--- config.mk ---
export PLATFORM = sky130hd
export DESIGN_NAME = console_tx
export DESIGN_NICKNAME = d
export VERILOG_FILES = /design/src/rtl/console_tx.sv
export SDC_FILE = /design/constraint.sdc
export NUM_CORES = 1
export LEC_CHECK = 0
export CAP_MARGIN = 20
export CORE_AREA = 3 3 115 128
export CTS_BUF_LIST = sky130_fd_sc_hd__clkbuf_8
export DETAILED_ROUTE_END_ITERATION = 16
export DIE_AREA = 0 0 118 131
export MAX_ROUTING_LAYER = met4
export PLACE_DENSITY = 0.46
export SYNTH_ARGS = -nofsm -noshare
export SYNTH_HDL_FRONTEND = slang
export SYNTH_SLANG_ARGS = --single-unit
--- constraint.sdc ---
create_clock -name clk -period 6.15 [get_ports clk]
set_input_delay 0.9225 -clock clk [delete_from_list [all_inputs] [get_ports clk]]
set_output_delay 0.9225 -clock clk [all_outputs]
set_load 0.05 [all_outputs]
--- src/rtl/console_tx.sv ---
// 8N1 UART transmitter for console output: sends one raw byte, or a 16-bit value as uppercase hex + CR LF.
// Define CONSOLE_TX_PREFIX_EN to prepend "0x" to every hex-mode request.
module console_tx #(
  parameter int CLKS_PER_BIT = 868
) (
  input  logic        clk,
  input  logic        rst,
  input  logic        start,
  input  logic        mode,
  input  logic [7:0]  char_in,
  input  logic [15:0] val,
  output logic        busy,
  output logic        done,
  output logic        tx
);

  typedef enum logic [1:0] {
    IDLE,
    START,
    DATA,
    STOP
  } state_t;

`ifdef CONSOLE_TX_PREFIX_EN
  localparam logic [2:0] LP_HEX_LAST = 3'd7;
`else
  localparam logic [2:0] LP_HEX_LAST = 3'd5;
`endif

  localparam logic [15:0] LP_BAUD_LAST = 16'(CLKS_PER_BIT - 1);

  state_t      r_state;
  logic [15:0] r_baud;
  logic [2:0]  r_bitIdx;
  logic [2:0]  r_charIdx;
  logic        r_mode;
  logic [15:0] r_val;
  logic [7:0]  r_shift;
  logic        r_tx;
  logic        r_busy;
  logic        r_done;

  logic        w_baudTerm;
  logic        w_lastChar;
  logic [7:0]  w_firstChar;
  logic [7:0]  w_nextChar;

  // 10..15 map to 'A'..'F': 0x41 + (n - 10) == 0x37 + n
  function automatic logic [7:0] nibbleToAscii(input logic [3:0] n);
    if (n < 4'd10) begin
      return 8'h30 + {4'h0, n};
    end
    return 8'h37 + {4'h0, n};
  endfunction

  function automatic logic [7:0] hexChar(input logic [15:0] v, input logic [2:0] idx);
    logic [7:0] c;
`ifdef CONSOLE_TX_PREFIX_EN
    case (idx)
      3'd0:    c = 8'h30;
      3'd1:    c = 8'h78;
      3'd2:    c = nibbleToAscii(v[15:12]);
      3'd3:    c = nibbleToAscii(v[11:8]);
      3'd4:    c = nibbleToAscii(v[7:4]);
      3'd5:    c = nibbleToAscii(v[3:0]);
      3'd6:    c = 8'h0D;
      default: c = 8'h0A;
    endcase
`else
    case (idx)
      3'd0:    c = nibbleToAscii(v[15:12]);
      3'd1:    c = nibbleToAscii(v[11:8]);
      3'd2:    c = nibbleToAscii(v[7:4]);
      3'd3:    c = nibbleToAscii(v[3:0]);
      3'd4:    c = 8'h0D;
      default: c = 8'h0A;
    endcase
`endif
    return c;
  endfunction

  assign w_baudTerm  = (r_baud == LP_BAUD_LAST);
  assign w_lastChar  = r_mode ? (r_charIdx == LP_HEX_LAST) : 1'b1;
  assign w_firstChar = mode ? hexChar(val, 3'd0) : char_in;
  assign w_nextChar  = hexChar(r_val, r_charIdx + 3'd1);

  // Frame sequencer; a stop bit with characters left chains straight into the next start bit.
  always_ff @(posedge clk) begin
    if (rst) begin
      r_state   <= IDLE;
      r_baud    <= '0;
      r_bitIdx  <= '0;
      r_charIdx <= '0;
      r_mode    <= 1'b0;
      r_val     <= '0;
      r_shift   <= '0;
      r_tx      <= 1'b1;
      r_busy    <= 1'b0;
      r_done    <= 1'b0;
    end else begin
      r_done <= 1'b0;
      case (r_state)
        IDLE: begin
          r_tx <= 1'b1;
          if (start) begin
            r_mode    <= mode;
            r_val     <= val;
            r_shift   <= w_firstChar;
            r_charIdx <= '0;
            r_bitIdx  <= '0;
            r_baud    <= '0;
            r_busy    <= 1'b1;
            r_tx      <= 1'b0;
            r_state   <= START;
          end
        end
        START: begin
          if (w_baudTerm) begin
            r_baud   <= '0;
            r_bitIdx <= '0;
            r_tx     <= r_shift[0];
            r_state  <= DATA;
          end else begin
            r_baud <= r_baud + 16'd1;
          end
        end
        DATA: begin
          if (w_baudTerm) begin
            r_baud <= '0;
            if (r_bitIdx == 3'd7) begin
              r_tx    <= 1'b1;
              r_state <= STOP;
            end else begin
              r_bitIdx <= r_bitIdx + 3'd1;
              r_tx     <= r_shift[r_bitIdx + 3'd1];
            end
          end else begin
            r_baud <= r_baud + 16'd1;
          end
        end
        STOP: begin
          if (w_baudTerm) begin
            r_baud <= '0;
            if (w_lastChar) begin
              r_tx    <= 1'b1;
              r_busy  <= 1'b0;
              r_done  <= 1'b1;
              r_state <= IDLE;
            end else begin
              r_charIdx <= r_charIdx + 3'd1;
              r_shift   <= w_nextChar;
              r_tx      <= 1'b0;
              r_state   <= START;
            end
          end else begin
            r_baud <= r_baud + 16'd1;
          end
        end
        default: r_state <= IDLE;
      endcase
    end
  end

  assign tx   = r_tx;
  assign busy = r_busy;
  assign done = r_done;

endmodule

=== Word-level counts from Yosys, hierarchy flattened ===
Index checks and enable logic that the tools add are counted.

* Reduce and logical (&&, ||, !) cells: 12
* Add/sub/neg operators: 13
* Magnitude comparators: 6
* Muxes and demuxes: 57
* Eq/ne operators: 18
* Bitwise logic cells: 2

{| class="wikitable"
|+ Operators with widths
! kind !! count
|-
| 2-to-1 mux 8 bit || 14
|-
| adder 6 x 4 -> 7 bit, first input constant || 10
|-
| case mux 8 bit (5 select lines) || 1
|-
| 2-to-1 mux 16 bit || 2
|-
| case mux 16 bit (2 select lines) || 1
|-
| 2-to-1 mux 1 bit || 21
|-
| less-than comparator 4 bit, second input constant || 5
|-
| 2-to-1 mux 3 bit || 6
|-
| adder 16 x 1 -> 16 bit, second input constant || 1
|-
| == test 16 x 10 -> 1 bit, second input constant || 1
|-
| inequality test 2 bit, second input constant || 8
|-
| case mux 8 bit (2 select lines) || 1
|-
| 2-to-1 mux 2 bit || 5
|-
| AND reduction 5 bit || 2
|-
| == test 3 bit, second input constant || 3
|-
| case mux 3 bit (3 select lines) || 1
|-
| case mux 2 bit (4 select lines) || 1
|-
| AND reduction 4 bit || 2
|-
| adder 3 x 1 -> 3 bit, second input constant || 2
|-
| == test 3 x 2 -> 1 bit, second input constant || 2
|-
| case mux 3 bit (2 select lines) || 1
|-
| OR reduction 3 bit || 2
|-
| == test 2 bit, second input constant || 2
|-
| less-than comparator 3 x 4 -> 1 bit, second input constant || 1
|-
| other kinds (12) || 13
|}

* Register bits after elaboration: 52
* Input bits: 28
* Logic and storage cells: 118

=== Longest topological paths before layout ===
Gate-level depths: netlist of the first run.

* Depth in word-level cells: 8
* Depth in mapped cells: 11
* Depth with buffers taken out: 8

=== Worst setup path after synthesis of the first run ===
OpenSTA, ideal clock, no wires.

* Path kind: in2reg
* Start: input port start
* End: register r_shift[3]
* Path slack: 3.970 ns
* Arrival time: 2.110 ns
* Library setup time: 0.070 ns
* Cell stages on the path: 6
* Data required time: 6.080 ns
* Path buffers: 1
* Cell sequence: nand2b_1 -> o21ai_0 -> a21o_1 -> buf_6 -> or3_1 -> a21oi_1

* Longest elaborated chain between the ends: 2

{| class="wikitable"
|+ Ends and longest elaborated chain
! item !! line !! source
|-
| start, declared || 8 || <nowiki>input logic start,</nowiki>
|-
| inequality test 2 bit (no line) || - ||
|-
| AND reduction 4 bit (no line) || - ||
|-
| end signal, assigned || 108 || <nowiki>r_shift <= w_firstChar;</nowiki>
|-
| end signal, assigned || 151 || <nowiki>r_shift <= w_nextChar;</nowiki>
|-
| end, declared || 38 || <nowiki>logic [7:0] r_shift;</nowiki>
|}

Every way passes these cells.
A chain may end at the register's enable or synchronous reset.

=== Final worst setup path of the first run ===
* Start: input port start
* End: register r_shift[2]

The elaborated chain is that of the path after synthesis.

==> impl_metrics.toml, run 1 <==
[status]
status = "finished, final reports clean"

[floorplanning]
ioPinCount = 31
core_um2 = 13700
initial_core_util_pct = 23.6
die_w_um = 118
die_height_um = 131
die-area_um2 = 15500
num_rows = 45

[yosys]
syn-cell-area_um2 = 3220
ys_top_cells_by_count = "nand2_1 (58), a21oi_1 (57), dfxtp_1 (52)"
synth_ff_type = "dfxtp_1"
yosysSeqAreaShare_pct = 32.3
syn-instance-count = 424
async_flop_share_pct = 0
synth_top_area_share_pct = 32.3
synth_top_cells_by_area = "dfxtp_1 (32%), a21oi_1 (8.8%), nand2_1 (6.8%)"
avgSynthCellArea_um2 = 7.60
synth_enable_flop_cells = 0
ys_ff_latch = 52
synth_cell_type_count = 58
syn-num-nets = 469
synth.yosys.warnings = 0
synth_top_area_cell = "dfxtp_1"
synth.most_common_cell = "nand2_1"

[timing]
report.final.slew_viol_count = 0
hold_slack_ps = 472
finClkSkew_ps = 6.24
tightest_slew_ps = 1080
hold_violations = 0
setup_viol = 0
maxSlewHeadroom_pct = 27.8
fin_setup_tns_ps = 0
rsz0062_at_grt = "false"
finalCritPeriodShare_pct = 45.3
clock.fmax_mhz = 359
period_needed_ps = 2790

[route]
drc = 0
met1Wirelength_mm = 4.37
first_pass_iters = 4
vias = 3057
route.met3.wl_um = 303
route.met2.wl_mm = 3.96
routed.top_layer = "met4"
drt_iter0_drc = 217
wl_per_cell_um = 14.0
avgViaCountPerCell = 4.88
ant_nets = 0
routed_wl_mm = 8.75

[global_routing]
grt_max_degree = 55
grt_usage_pct = 11.9
grt_pass1_wl_mm = 15.0
grt_pass1_vias = 2923
antenna_found_initial = 0
grt_overflow = 0

[clocking]
cts_buffer_depth = 2
cts_resized = 0
cts_made_buffers = 5
clock_latency_ps = 310
ctsHoldBuffers = 0
h-tree-depth = 2
cts_sinks = 52
clk_pin_slew_ps = 90
post_cts_buffers = 0
cts_tree = "yes"
root_buffer = "clkbuf_8"

[power_and_ir_drop]
p_sw_share_pct = 41.7
p_clk_share_pct = 16.6
p_leak_nw = 1.32
combPwrFrac_pct = 44.0
seq_power_share_pct = 39.4
p_int_w = 0.000663
cellPowerDensity_nw_per_um2 = 305
power_switching_w = 0.000475
ir_drop_v = 0.000105

[critical_path]
cp_max_fo = 11
critPathRequiredTime_ps = 6400
slowest_delay_ps = 560
critPathKind = "input port to flip-flop"
path_cells = "clkdlybuf4s50_1 > nand2b_1 > o21ai_0 > a21o_1 > or4_1 > nand3_1"
endpoint_kind = "flip-flop"
cp-start-kind = "input port"
slowest_stage = "or4_1"
arrival_ps = 3040

[finish]
syn_to_final_growth_pct = 15.8
drive_above_1_share_pct = 4.11
finalNetCount = 485
diodes = 0
fin_util_pct = 27.3

[place]
gp_congestion = 0.788
dpl.hpwl_mm = 6.16
port_buffers = 30

[hold_path]
hold_class = "flip-flop to flip-flop"

[run]
drv_cap = 0
## registers in the layout (all words and copies together) (netlist names), 2 cells and up
| name | count |
|---|---|
| r_charIdx | 3 |
| r_val | 16 |
| r_shift | 8 |
| r_state | 2 |
| r_baud | 16 |
| r_bitIdx | 3 |
## power groups by stage
| stage | logic [W] | clock network, W | registers, W |
|---|---|---|---|
| after floorplan | 0.000381 | 0 | 0.000454 |
| after global placement | 0.000502 | 0 | 0.000453 |
| after detailed placement | 0.000506 | 0 | 0.000456 |
| after CTS | 0.000508 | 0.000197 | 0.000449 |
| after global routing | 0.000573 | 0.000208 | 0.000460 |
| final | 0.000501 | 0.000189 | 0.000448 |
## layer usage
layer / vias to the layer above / global-route usage, %
met5: - / -
met4: 0 / 3.52
met3: 7 / 1.72
met2: 59 / 19.4
met1: 1447 / 15.5
li1: 1544 / -
## logic make-up (layout without fill, tap and decap cells)
group	after synthesis	in the layout	synth area share [%]
fa+ha+maj	17	17	6.60
compound gates	136	136	26.2
xor+xnor	6	6	1.63
buf+inv	41	55	5.20
mux	6	6	2.64
simple gates	166	166	25.5
flops	52	52	32.3
## cell type report
| type | instances | area (um^2) |
|---|---|---|
| fill | 1535 | 9950 |
| multi-input combinational | 331 | 2020 |
| sequential | 52 | 1040 |
| timing repair buffer | 31 | 303 |
| tap | 188 | 235 |
| inverter | 19 | 71.3 |
| clock buffer | 5 | 68.8 |
## stage by stage
step	std cells	power [W]	setup slack, ps	cell area [um^2]
floorplan	424	0.000835	3970	3220
global placement	621	0.000955	3100	3670
detailed placement	621	0.000962	3030	3670
CTS	626	0.00115	3370	3730
global route	626	0.00124	3250	3730
finish	626	0.00114	3360	3730
## path summary, 6_finish.rpt
kind              startpoint    endpoint  slack (ps)  cells past startpoint
hold reg to reg       r_mode        busy         470                      2
hold / removal        r_mode        busy         470                      2
setup reg to reg   r_baud[0]  r_shift[2]        3550                      7
setup / recovery       start  r_shift[2]        3360                      6
## cell usage in the layout (no fill, tap or decap), types with 3 or more instances in the layout
cell type / netlist / final
a311oi_1: 4 / 4
ha_1: 17 / 17
and4_1: 3 / 3
a21oi_1: 57 / 57
a21o_1: 6 / 6
a211oi_1: 5 / 5
dfxtp_1: 52 / 52
a22oi_1: 8 / 8
inv_1: 19 / 19
a21boi_0: 3 / 3
nor2b_1: 9 / 9
a31oi_1: 6 / 6
mux2i_1: 4 / 4
nor2_1: 33 / 33
nand2_1: 58 / 58
o21ai_0: 24 / 24
clkdlybuf4s50_1: 0 / 29
nand3_1: 13 / 13
and2_1: 4 / 4
nor3_1: 17 / 17
clkbuf_8: 0 / 5
o211ai_1: 3 / 3
and3_1: 3 / 3
a211o_1: 7 / 7
nand2b_1: 4 / 4
and4b_1: 3 / 3
or3_1: 3 / 3
xnor2_1: 5 / 5
## worst max-delay path, delay by kind of cell
kind / cells / cell delay, ps
buf+inv: 1 / 500
compound gates: 2 / 640
simple gates: 3 / 970
Note: power is estimated with default switching activity, not from simulation.
==> run 2, diff against run 1 <==
==> constraint.sdc (replaced) <==
create_clock -name clk -period 2.8 [get_ports clk]
set_input_delay 0.42 -clock clk [delete_from_list [all_inputs] [get_ports clk]]
set_output_delay 0.42 -clock clk [all_outputs]
set_load 0.05 [all_outputs]
==> run 2 against run 1 <==
  * Via count shrank 2.2%
  * Clock power rose to 3.1 times the previous value
  * Sequential power is 120% higher
  * Cell count grew 1.3%
  * Worst setup slack worse by 3100 ps
  * Largest cell class unchanged
  * Design area rose by 2.5%
==> impl_metrics.toml, run 2 (synthesis gave the netlist of run 1 again) <==
[timing]
rsz0062_at_grt = "false"
report.final.slew_viol_count = 0
setup_viol = 0
clock.fmax_mhz = 391
maxSlewHeadroom_pct = 32.4
period_needed_ps = 2560
setup_ws_ps = 241
tightest_slew_ps = 1010
finalCritPeriodShare_pct = 91.4
fin_setup_tns_ps = 0
hold_slack_ps = 472
finClkSkew_ps = 11.4
hold_violations = 0

[run]
drv_cap = 0

[global_routing]
grt_pass1_vias = 2852
grt_usage_pct = 11.9
grt_overflow = 0
antenna_found_initial = 0
grt_max_degree = 55
grt_pass1_wl_mm = 14.7

[finish]
final_common_cell = "nand2_1"
top_regs = "r_baud (16), r_val (16), r_shift (8)"
final_cell_mix = "nand2_1 (58), a21oi_1 (57), dfxtp_1 (52)"
drive_above_1_share_pct = 5.83
n_fill_cell = 1479
syn_to_final_growth_pct = 18.8
finalNetCount = 490
diodes = 0
fin_util_pct = 28.0

[critical_path]
cp_max_fo = 11
worstReg2RegStart = "r_baud[0]"
endpoint_kind = "flip-flop"
critPathRequiredTime_ps = 3060
arrival_ps = 2820
critPathKind = "flip-flop to flip-flop"
reg2reg_depth = 7
r2r-end = "r_shift[2]"
cp-start-kind = "flip-flop"
reg2reg_slack_ps = 240

[route]
wl_per_cell_um = 13.8
first_pass_iters = 4
ant_nets = 0
routed_wl_mm = 8.75
vias = 2991
avgViaCountPerCell = 4.72
drt_iter0_drc = 212
drc = 0

[floorplanning]
num_rows = 45
core_um2 = 13700
ioPinCount = 31
initial_core_util_pct = 23.6
die_height_um = 131
die_w_um = 118
die-area_um2 = 15500

[place]
gp_congestion = 0.809
dp_slack_ps = 261
dpl.hpwl_mm = 6.33
port_buffers = 30

[power_and_ir_drop]
totalPowerFinal_w = 0.00270
cellPowerDensity_nw_per_um2 = 706
ir_drop_v = 0.000217
p_leak_nw = 1.37

[clocking]
h-tree-depth = 2
clock_latency_ps = 320
post_cts_buffers = 0
root_buffer = "clkbuf_8"
ctsHoldBuffers = 0
cts_resized = 0
cts_buffer_depth = 2
cts_made_buffers = 5
cts_sinks = 52
cts_tree = "yes"
clk_pin_slew_ps = 100

[hold_path]
min_from = "r_mode"
hold_class = "flip-flop to flip-flop"
holdPathEnd = "r_mode"
whs_path_depth = 2

[status]
status = "finished, final reports clean"
run 2: power breakdown:
part / internal (W) / switching, W / total, W
sequential: 0.000864 / 0.000118 / 0.000982
combinational: 0.000459 / 0.000676 / 0.00113
clock: 0.000316 / 0.000271 / 0.000587
run 2: layer usage:
metal  global-route usage, %  up-vias  routed length [um]
met3                    2.28        7                 312
met2                    19.6       45                4130
met4                    3.72        0                 115
met1                    14.9     1380                4200
met5                       -        -                   0
li1                        -     1559                   -
run 2: how the worst max path moves through the flow:
| stage | from | to | slack [ps] |
|---|---|---|---|
| global route | r_baud[0] | r_shift[2] | 90 |
| floorplan | r_charIdx[1] | r_shift[3] | 750 |
| detailed placement | r_baud[0] | r_shift[2] | 260 |
| global placement | r_baud[0] | r_shift[2] | 390 |
| CTS | r_baud[0] | r_shift[2] | 220 |
| finish | r_baud[0] | r_shift[2] | 240 |
run 2: through the flow:
step / instance area, um^2 / instances
after floorplan: 3220 / 424
after global placement: 3700 / 626
after detailed placement: 3700 / 626
after global routing: 3830 / 634
final: 3830 / 634
after CTS: 3830 / 634
run 2: cell type report:
type | count | area (um^2) | area share [%]
Multi-Input combinational cell | 331 | 2020 | 52.6
Timing Repair Buffer | 36 | 340 | 8.89
Clock inverter | 1 | 30.0 | 0.784
Tap cell | 188 | 235 | 6.14
Inverter | 19 | 71.3 | 1.86
Clock buffer | 7 | 96.3 | 2.52
Sequential cell | 52 | 1040 | 27.2
run 2: critical path: stages, from the launching register on:
cell     delay [ps]
dfxtp_1         400
ha_1            230
nor4b_1         240
and4_1          530
nand2_2         140
a21o_1          330
or4_1           540
nand3_1          90
==> run 3, diff against run 2 <==
==> constraint.sdc (replaced) <==
create_clock -name clk -period 2.6 [get_ports clk]
set_input_delay 0.39 -clock clk [delete_from_list [all_inputs] [get_ports clk]]
set_output_delay 0.39 -clock clk [all_outputs]
set_load 0.05 [all_outputs]
==> run 3 against run 2 <==
  * Non-clock buffer count grew 5
  * Cell count grew 0.79%
  * Critical path depth grew 1
  * Clock power shrank 15%
  * Sequential share of layout area is essentially flat
  * Worst setup slack lost 10 ps
  * Sequential power grew 8%
  * Global-route usage grew 0.35 points
==> impl_metrics.toml, run 3 (synthesis gave the netlist of run 1 again) <==
[global_routing]
use_met3_pct = 1.72
grt_pass1_vias = 3036
grtUsageMet1_pct = 15.5
grt_usage_pct = 12.3
grt.met2_usage_pct = 20.5
grt_max_degree = 55
antenna_found_initial = 0
gr-max-usage-layer = "met2"
grt_overflow = 0
grt_pass1_wl_mm = 15.3

[critical_path]
critPathKind = "flip-flop to flip-flop"
slowest_stage = "or4_1"
arrival_ps = 2620
path_delay_family = "simple AND/OR/NAND/NOR gates"
cp-start-kind = "flip-flop"
slowest_delay_ps = 540
critPathRequiredTime_ps = 2850
crit_buf_inv = 1
cp_max_fo = 11
endpoint_kind = "flip-flop"
path_cells = "inv_1 > ha_1 > nand2_1 > and2_1 > nand2_2 > a21o_1 > or4_1 > nand3_1"
reg2reg_slack_ps = 230

[timing]
clock.fmax_mhz = 422
period_needed_ps = 2370
maxSlewHeadroom_pct = 32.2
finClkSkew_ps = 11.7
report.final.slew_viol_count = 0
tightest_slew_ps = 1020
finalCritPeriodShare_pct = 91.1
setup_viol = 0
fin_setup_tns_ps = 0
rsz0062_at_grt = "false"
hold_violations = 0

[floorplanning]
num_rows = 45
initial_core_util_pct = 23.6
die-area_um2 = 15500
die_w_um = 118
ioPinCount = 31
die_height_um = 131
core_um2 = 13700

[route]
avgViaCountPerCell = 4.78
first_pass_iters = 4
vias = 3054
drt_iter0_drc = 220
wl_per_cell_um = 13.8
ant_nets = 0
routed_wl_mm = 8.79
drc = 0

[clocking]
clock_latency_ps = 320
ctsHoldBuffers = 0
cts_made_buffers = 5
post_cts_buffers = 0
cts_sinks = 52
cts_tree = "yes"
h-tree-depth = 2
cts_buffer_depth = 2
clk_pin_slew_ps = 100
root_buffer = "clkbuf_8"
cts_resized = 0

[finish]
final_cell_mix = "nand2_1 (58), a21oi_1 (57), dfxtp_1 (52)"
finalNetCount = 495
top_regs = "r_baud (16), r_val (16), r_shift (8)"
drive_above_1_share_pct = 6.65
diodes = 0
final_cell_count_no_fill = 639
syn_to_final_growth_pct = 18.9
final_common_cell = "nand2_1"

[power_and_ir_drop]
ir_drop_v = 0.000219
p_leak_nw = 1.38
cellPowerDensity_nw_per_um2 = 736

[place]
gp_congestion = 0.806
dpl.hpwl_mm = 6.47
dp_cells = 631
port_buffers = 30

[hold_path]
hold_class = "flip-flop to flip-flop"

[status]
status = "finished, final reports clean"

[run]
drv_cap = 0
==> run 3: cell count changes in the layout (fill, tap and decap cells not counted) <==
| cell | before | now |
|---|---|---|
| clkbuf_8 | 7 | 6 |
| inv_1 | 19 | 20 |
| bufinv_16 | 1 | 0 |
| clkinvlp_4 | 0 | 1 |
| buf_4 | 6 | 11 |
==> run 3: worst register-to-register path, stage by stage (launching register included) <==
cell,delay (ps)
dfxtp_1,410
inv_1,90
ha_1,280
nand2_1,120
and2_1,330
nand2_2,130
a21o_1,310
or4_1,540
nand3_1,90
==> run 3: area by class of cell <==
class	instances	area, um^2
fillers	1500	9850
multi-input cells	331	2020
flip-flops and latches	52	1040
repair buffers	41	378
well taps	188	235
clock buffers	6	82.6
inverters	19	71.3
clock inverters	2	11.3
==> run 3: worst paths after layout <==
path,startpoint,to,cells past startpoint
max,r_charIdx[1],r_shift[2],8
min,r_shift[3],r_shift[3],2
max reg2reg,r_charIdx[1],r_shift[2],8
min reg2reg,r_shift[3],r_shift[3],2
==> run 3: stage by stage <==
step           setup WS, ps  hold slack (ps)  util, %  total power, W  instance area (um^2)
2_1_floorplan           555              429        -         0.00198                  3220
3_3_place_gp            357              454     27.3         0.00234                  3740
3_5_place_dp            266              463     27.3         0.00236                  3740
4_1_cts                 218              479     28.0         0.00287                  3830
5_1_grt                57.3              510     28.0         0.00307                  3830
6_report                231              467     28.0         0.00282                  3830
==> run 3: report_power, final <==
group / leakage (nW) / switching, W / internal, W
Clock: 0.0486 / 0.000285 / 0.000213
Combinational: 0.905 / 0.000739 / 0.000530
Sequential: 0.424 / 0.000126 / 0.000930
Total: 1.38 / 0.00115 / 0.00167
==> run 3: routing by layer <==
layer	vias to the layer above	wire, um
li1	1576	-
met2	37	4140
met4	0	114
met3	8	199
met5	-	0
met1	1433	4340
